## config.mk

```make
export PLATFORM = sky130hd
export DESIGN_NAME = seq_mult16
export DESIGN_NICKNAME = d
export VERILOG_FILES = /design/src/rtl/seq_mult16.sv
export SDC_FILE = /design/constraint.sdc
export NUM_CORES = 1
export LEC_CHECK = 0
export BUFFER_PORTS_ARGS = -buffer_cell sky130_fd_sc_hd__clkbuf_2
export CAP_MARGIN = 20
export CORE_ASPECT_RATIO = 1.5
export CORE_MARGIN = 4
export CORE_UTILIZATION = 40
export CTS_CLUSTER_SIZE = 12
export DETAILED_ROUTE_END_ITERATION = 16
export SLEW_MARGIN = 25
export SYNTH_ARGS = -nofsm -noshare
export SYNTH_HDL_FRONTEND = slang
export SYNTH_SLANG_ARGS = --single-unit
```

## constraint.sdc

```tcl
create_clock -name clk -period 3.5 [get_ports clk]
set_clock_uncertainty 0.05 [all_clocks]
set_input_delay 0.7 -clock clk [delete_from_list [all_inputs] [get_ports clk]]
set_output_delay 0.7 -clock clk [all_outputs]
set_load 0.005 [all_outputs]
```

## src/rtl/seq_mult16.sv

```systemverilog
// -----------------------------------------------------------------------------
// seq_mult16
//   Multi-cycle unsigned shift-add multiplier, 16x16 -> 32, for the LEGv8 MUL
//   path. One Sixteen_Bit_Adder is shared across all iterations. Each RUN
//   cycle adds (mq[0] ? mc : 0) to the upper partial product. The 17-bit
//   {c_out, sum} result then shifts right by one into {acc, mq}.
//
// Ports
//   clk      in   1   single clock, rising edge
//   rst      in   1   synchronous, active-high reset
//   start    in   1   request, sampled only in IDLE
//   mcand    in  16   multiplicand, latched on the accepting edge
//   mplier   in  16   multiplier, latched on the accepting edge
//   busy     out  1   high while an operation is iterating
//   done     out  1   one-cycle pulse, product valid from this cycle on
//   product  out 32   registered unsigned result, held until the next result
// -----------------------------------------------------------------------------

// -----------------------------------------------------------------------------
// Sixteen_Bit_Adder
//   The existing 16-bit ripple adder of the datapath, reproduced here so the
//   multiplier is self-contained.
//
// Ports
//   a, b   in  16   addends
//   c_in   in   1   carry in
//   sum    out 16   a + b + c_in, low 16 bits
//   c_out  out  1   carry out
// -----------------------------------------------------------------------------
module Sixteen_Bit_Adder (
    input  logic [15:0] a,
    input  logic [15:0] b,
    input  logic        c_in,
    output logic [15:0] sum,
    output logic        c_out
);
    assign {c_out, sum} = {1'b0, a} + {1'b0, b} + {16'h0000, c_in};
endmodule

module seq_mult16 #(
    parameter int WIDTH = 16,
    parameter int ITERS = WIDTH
) (
    input  logic                 clk,
    input  logic                 rst,
    input  logic                 start,
    input  logic [WIDTH-1:0]     mcand,
    input  logic [WIDTH-1:0]     mplier,
    output logic                 busy,
    output logic                 done,
    output logic [2*WIDTH-1:0]   product
);

    // The shared adder is fixed at 16 bits, so no other width can work.
    if (WIDTH != 16 || ITERS != WIDTH) begin : g_bad_params
        $error("seq_mult16: WIDTH must be 16 and ITERS must equal WIDTH");
    end

    typedef enum logic [1:0] {
        S_IDLE,
        S_RUN,
        S_DONE
    } state_t;

    state_t             state;
    logic [WIDTH-1:0]   mc;
    logic [WIDTH-1:0]   acc;
    logic [WIDTH-1:0]   mq;
    logic [4:0]         count;

    logic [WIDTH-1:0]   add_b;
    logic [WIDTH-1:0]   add_sum;
    logic               add_cout;
    logic [2*WIDTH-1:0] next_pp;

    assign add_b = mq[0] ? mc : '0;

    Sixteen_Bit_Adder u_adder (
        .a     (acc),
        .b     (add_b),
        .c_in  (1'b0),
        .sum   (add_sum),
        .c_out (add_cout)
    );

    // The carry becomes the new MSB of the partial product. Dropping it
    // corrupts results whose partial sums overflow 16 bits (e.g. FFFF x FFFF).
    assign next_pp = {add_cout, add_sum, mq[WIDTH-1:1]};

    // NOTE: every register here is written with non-blocking assignments, so
    // each one in the block samples the pre-edge value of the others. acc and
    // mq can then shift from one another with no ordering hazard.
    always_ff @(posedge clk) begin
        if (rst) begin
            // NOTE: the whole datapath is cleared, not only the control state,
            // so an aborted operation leaves no trace in acc/mq/mc/product.
            state   <= S_IDLE;
            busy    <= 1'b0;
            done    <= 1'b0;
            product <= '0;
            count   <= '0;
            acc     <= '0;
            mq      <= '0;
            mc      <= '0;
        end else begin
            case (state)
                S_IDLE: begin
                    done <= 1'b0;
                    if (start) begin
                        mc    <= mcand;
                        mq    <= mplier;
                        acc   <= '0;
                        count <= '0;
                        busy  <= 1'b1;
                        state <= S_RUN;
                    end
                end

                S_RUN: begin
                    {acc, mq} <= next_pp;
                    count     <= count + 5'd1;
                    // The final iteration writes its own post-shift value straight to product.
                    if (count == 5'(ITERS - 1)) begin
                        product <= next_pp;
                        busy    <= 1'b0;
                        done    <= 1'b1;
                        state   <= S_DONE;
                    end
                end

                S_DONE: begin
                    done  <= 1'b0;
                    state <= S_IDLE;
                end

                default: begin
                    busy  <= 1'b0;
                    done  <= 1'b0;
                    state <= S_IDLE;
                end
            endcase
        end
    end

endmodule

```

==> results of run 1 <==
[worst min-delay path, delay by kind of cell (launching register included)]
| family | cells | cell delay [ns] |
|---|---|---|
| AO/OA/AOI/OAI | 1 | 0.05 |
| flip-flops | 1 | 0.31 |
| AND/OR/NAND/NOR | 1 | 0.05 |
[cell families after synthesis]
logic type,Yosys count
adder cells (fa/ha/maj),19
multiplexers,1
XOR/XNOR,11
buffers and inverters,38
AND/OR/NAND/NOR,232
AO/OA/AOI/OAI,135
flip-flops,89
[state kept, by name, indices dropped and copies added (netlist names)]
register and flops:
mc 16, busy 1, count 5, mq 16, product 32, state 2
done 1, acc 16
[worst max path at each step]
| stage | end | slack [ns] |
|---|---|---|
| after floorplan | product[25]$_SDFFE_PP0P_ | 0.99 |
| after global placement | product[25]$_SDFFE_PP0P_ | 0.86 |
| after detailed placement | acc[13]$_SDFFE_PP0P_ | 0.83 |
| after CTS | acc[13]$_SDFFE_PP0P_ | 0.81 |
| after global routing | product[31]$_SDFFE_PP0P_ | 0.65 |
| final | acc[13]$_SDFFE_PP0P_ | 0.79 |
[area by class of cell]
type                            instances  area (sq um)  area share [%]
Multi-Input combinational cell        398          2248           45.77
Timing Repair Buffer                   78         415.4           8.456
Clock inverter                          2         13.76          0.2802
Clock buffer                           14         254.0           5.171
Sequential cell                        89          1782           36.27
Tap cell                              141         176.4           3.591
Inverter                                6         22.52          0.4585
[placed cells by master (no fill, tap or decap), types with 16 or more instances in the layout]
cell      count
nand2_1     101
dfxtp_1      89
clkbuf_2     68
a21oi_1      58
nor2_1       56
o21ai_0      22
nor3_1       18
ha_1         18
and2_1       17
nand3_1      16
[where the power goes]
| part | internal, W | total, W | switching (W) | leakage, nW |
|---|---|---|---|---|
| clock network | 0.000502 | 0.000876 | 0.000374 | 0.131 |
| logic | 0.0000583 | 0.000154 | 0.0000953 | 1.17 |
| registers | 0.00105 | 0.00107 | 0.0000259 | 0.724 |
| total | 0.00161 | 0.00210 | 0.000495 | 2.02 |
[per-layer routing]
metal / GRT usage (%) / share of wire [%] / up-vias
li1: - / - / 1928
met1: 20.38 / 41 / 1764
met2: 32.37 / 52 / 87
met3: 5.028 / 5.2 / 12
met4: 5.455 / 1.1 / 0
met5: 0 / 0 / -
[stage by stage]
| stage | total power [W] | cells |
|---|---|---|
| after floorplan | 0.001186 | 525 |
| after global routing | 0.002197 | 728 |
| after global placement | 0.001246 | 712 |
| after CTS | 0.002126 | 728 |
| after detailed placement | 0.001249 | 712 |
| final | 0.002100 | 728 |
==> run summary, run 1 <==
DR vias: 3791
Die W: 91.78 um
CP Class: reg -> reg
Worst Setup End Kind: flip-flop
Design Area, Final: 4912 sq um
Synth top area share: 42.31%
Crit-path leading delay family: simple AND/OR/NAND/NOR gates
Net count, final: 636
Cells after Synth: 525
Area contributors post-synth: dfxtp_1 42%, nand2_1 9.0%, a21oi_1 6.9%
Outcome: finished, final reports clean
Unrepaired setup endpoints after global routing: no
Post-Route Utilization: 48.20%
Post-CTS Setup Inserts: 0
Worst R2R Path Depth: 9
Syn. warnings: 0
# setup viols final: 0
RR Startpoint: mq[0]$_SDFFE_PP0P_
Final Max Slew Viols: 0
Top post-synthesis cells by count: 101 x nand2_1, 89 x dfxtp_1, 58 x a21oi_1, 56 x nor2_1, 22 x o21ai_0
Placeable Area: 10190 sq um
Worst Path Buf+Inv: 0
Hold Path Stages: 2
Worst path slowest cell: dfxtp_1
Worst setup SP type: flip-flop
Power Density: 427.6 nW/um^2
Post-synthesis xor/xnor area fraction: 2.288%
Clock tree from TritonCTS: yes
Fmax: 368.6 MHz
CP max stage delay: 0.48 ns
Critical Path RT: 3.72 ns
Drt wl/cell: 14.66 um
Syn-to-layout area delta: 16.64%
WHS: 0.4046 ns
Worst Hold Class: reg -> reg
Setup TNS: 0 ns
Ports: 69
Fin. Hold Viols: 0
Compound-Gate Fraction of Synth Area: 20.11%
Post-Route WL: 10.67 mm
Seq cells post-synth: 89
Diodes inserted: 0
Synth Area in Adders: 5.823%
Routability cong.: 0.8964
Data arrival, critical path: 2.94 ns
Worst path depth: 9
Leakage: 2.024 nW
Die Area: 12270 sq um
Gr ovfl total: 0
Mapped cell area: 4212 sq um
Initial drt markers: 161
Site Rows: 45
Clock Tree Buf Depth: 2
Final WS setup: 0.7869 ns
Post-Synth Simple-Gate Area: 24.93%
Synth Area per Inst: 8.022 sq um
Initial cell density of the core: 41.33%
DP Area: 4644 sq um
Syn_nets: 579
Library cells used by synthesis: 57
Total CTS buffers: 9
Peak VDD IR: 273.4 uV
Slew headroom: 37.87%
CTS Root Cell: clkbuf_16
DR vias/cell: 5.207
Vias in the first global route: 3752
Max FO, Critical Path: 17
Mux cell area share after synthesis: 0.2377%
Post-CTS Hold Buffers: 0
Most frequent cell after synthesis: nand2_1
Chip height: 133.7 um
WHS Endpoint: product[19]$_SDFFE_PP0P_
EDFF count, synth: 0
Setup slack at placement: 0.8343 ns
Fin crit share: 77.52%
Worst r2r dst: acc[13]$_SDFFE_PP0P_
# H-tree levels: 3
Worst path cell trace: and2_1, ha_1, fa_1, a211oi_2, nor2_2, o221ai_2, nand2_1, or3_1, nand3_1
Post-synth top flop: dfxtp_1
Hold_sp: product[19]$_SDFFE_PP0P_
Largest family of logic cells by synthesized area: simple AND/OR/NAND/NOR gates
Worst Setup SP: mq[0]$_SDFFE_PP0P_
Yosys top cell by area: dfxtp_1
Global-route wire length before repair: 17.82 mm
Initial antenna violation count: 0
Pre-antenna DRT Iters: 4
Worst-skew pair later-pin latency: 0.33 ns
Antenna-violating nets left: 0
Largest net degree at the start of global routing: 36
Resized cells post-CTS: 0
Total GRT Usage: 17.96%
Max cap viols: 0
Tmin final: 2.713 ns
HPWL after DPL: 7.856 mm
PortBufs: 68
R2R setup slack: 0.79 ns
Asr flop ratio synth: 0%
Actual slew at the worst max-slew pin: 0.9291 ns
CTS sink cnt: 89
Post-synthesis sequential area ratio: 42.31%
Clk slew on worst S/H paths: 0.06 ns
# fillers: 1032
DR DRC count: 0
Share of cells above drive strength 1: 18.74%
No activity file was read; power rests on OpenSTA's default activity.
==> inputs of run 2 (changes only) <==
==> constraint.sdc (replaced) <==
create_clock -name clk -period 2.3 [get_ports clk]
set_clock_uncertainty 0.05 [all_clocks]
set_input_delay 0.46 -clock clk [delete_from_list [all_inputs] [get_ports clk]]
set_output_delay 0.46 -clock clk [all_outputs]
set_load 0.005 [all_outputs]
==> run summary, run 2 (synthesis results as in run 1) <==
Initial antenna violation count: 0
Met3 Wirelength: 436 um
Psw: 0.0007717 W
CTS Root Cell: clkbuf_16
CTS sink cnt: 89
Fmax: 449.4 MHz
CP Class: reg -> reg
Routability cong.: 0.8971
Tmin final: 2.225 ns
Top Metal Used: met4
DR vias/cell: 5.108
Total CTS buffers: 9
Unrepaired setup endpoints after global routing: yes
Chip height: 133.7 um
Initial drt markers: 158
Worst Setup End Kind: flip-flop
# setup viols final: 0
Largest register FFs: 32
Placed cells: 730
Leakage: 2.186 nW
Site Rows: 45
Fin. Hold Viols: 0
Pre-antenna DRT Iters: 4
Total GRT Usage: 18.11%
DR vias: 3831
Fin crit share: 96.75%
Syn-to-layout area delta: 23.74%
Sw Share: 22.39%
Max FO, Critical Path: 11
Worst setup SP type: flip-flop
Ports: 69
DR DRC count: 0
Peak VDD IR: 453.0 uV
Metal-1 WL: 4.336 mm
Max cap viols: 0
Share of cells above drive strength 1: 24.47%
Clk slew on worst S/H paths: 0.06 ns
Drt wl/cell: 14.38 um
Clock tree from TritonCTS: yes
WHS: 0.2945 ns
Most common cell after layout, fill and taps aside: nand2_1
PortBufs: 68
Clock Tree Buf Depth: 2
Initial cell density of the core: 41.33%
Net count, final: 658
Global-route wire length before repair: 17.94 mm
Met2 wire len: 5.809 mm
Gate power share: 7.5%
Critical Path RT: 2.47 ns
Largest Register: product
Most frequent cells in the layout: 100 x nand2_1, 88 x dfxtp_1, 68 x clkbuf_2
# fillers: 1023
Slew headroom: 52.29%
Antenna-violating nets left: 0
Worst-skew pair later-pin latency: 0.34 ns
Post-Route Utilization: 51.14%
Post-Route WL: 10.78 mm
Gr ovfl total: 0
Data arrival, critical path: 2.40 ns
Largest net degree at the start of global routing: 30
Total power: 0.003447 W
Outcome: finished, final reports clean
Die W: 91.78 um
Final Max Slew Viols: 0
P_int: 0.002675 W
Actual slew at the worst max-slew pin: 0.7082 ns
Die Area: 12270 sq um
Placeable Area: 10190 sq um
Sequential Power Share: 47.2%
Diodes inserted: 0
Vias in the first global route: 3802
HPWL after DPL: 8.289 mm
# H-tree levels: 3
Final instance count without filler cells: 750
Worst Hold Class: in -> reg
Power Density: 661.5 nW/um^2
Clock power frac: 45.3%
Setup TNS: 0 ns
## run 2: cell types whose count changed in the layout (fill, tap and decap cells not counted), sizes merged
cell and change:
buf +22, clkbuf -3, clkinv +1, bufinv +2
## run 2: per-stage QoR
stage               setup WS, ns  area, sq um
floorplan                0.03467         4240
global placement         0.01792         4798
detailed placement      -0.02833         4798
CTS                    -0.008840         5145
global route            -0.03096         5211
finish                   0.07464         5211
## run 2: cell type report
type,count,area [sq um],area share [%]
Clock buffer,11,242.7,4.658
Clock inverter,5,78.83,1.513
Inverter,6,22.52,0.4322
Multi-Input combinational cell,398,2325,44.61
Sequential cell,89,1785,34.26
Tap cell,141,176.4,3.385
Timing Repair Buffer,100,580.6,11.14
## run 2: repair_timing
action	4_1_cts	5_1_grt
resized for setup	1	13
pin swaps	4	6
endpoints found under the setup margin	2	13
buffers inserted	3	1
hold buffers	0	0
## run 2: power groups by stage
stage,Combinational [W],Clock [W],Sequential (W)
4_1_cts,0.000259,0.00160,0.00163
2_1_floorplan,0.000161,0,0.00165
5_1_grt,0.000292,0.00165,0.00163
6_report,0.000259,0.00156,0.00163
3_5_place_dp,0.000256,0,0.00166
3_3_place_gp,0.000252,0,0.00166
## run 2: worst paths after layout
path                            from                       end  slack (ns)  cells past startpoint
max               mq[0]$_SDFFE_PP0P_  product[25]$_SDFFE_PP0P_        0.07                      9
min                        mcand[11]       mc[11]$_SDFFE_PP0P_        0.29                      3
min reg2reg  product[4]$_SDFFE_PP0P_   product[4]$_SDFFE_PP0P_        0.41                      2
max reg2reg       mq[0]$_SDFFE_PP0P_  product[25]$_SDFFE_PP0P_        0.07                      9
## run 2: worst max-delay path, stage by stage (launching register included)
cell and delay (ns):
dfxtp_4 0.37, and2_4 0.15, ha_4 0.15, fa_2 0.36, a211oi_2 0.21, nor2_2 0.10
a41oi_2 0.20, o21ai_2 0.12, nor4b_4 0.14, a311o_1 0.27
## run 2: routing by layer
metal  vias to the layer above  global-route usage (%)
met5                         -                       0
met4                         0                   6.116
met3                        15                   3.672
met2                        84                   33.88
met1                      1762                   20.08
li1                       1970                       -
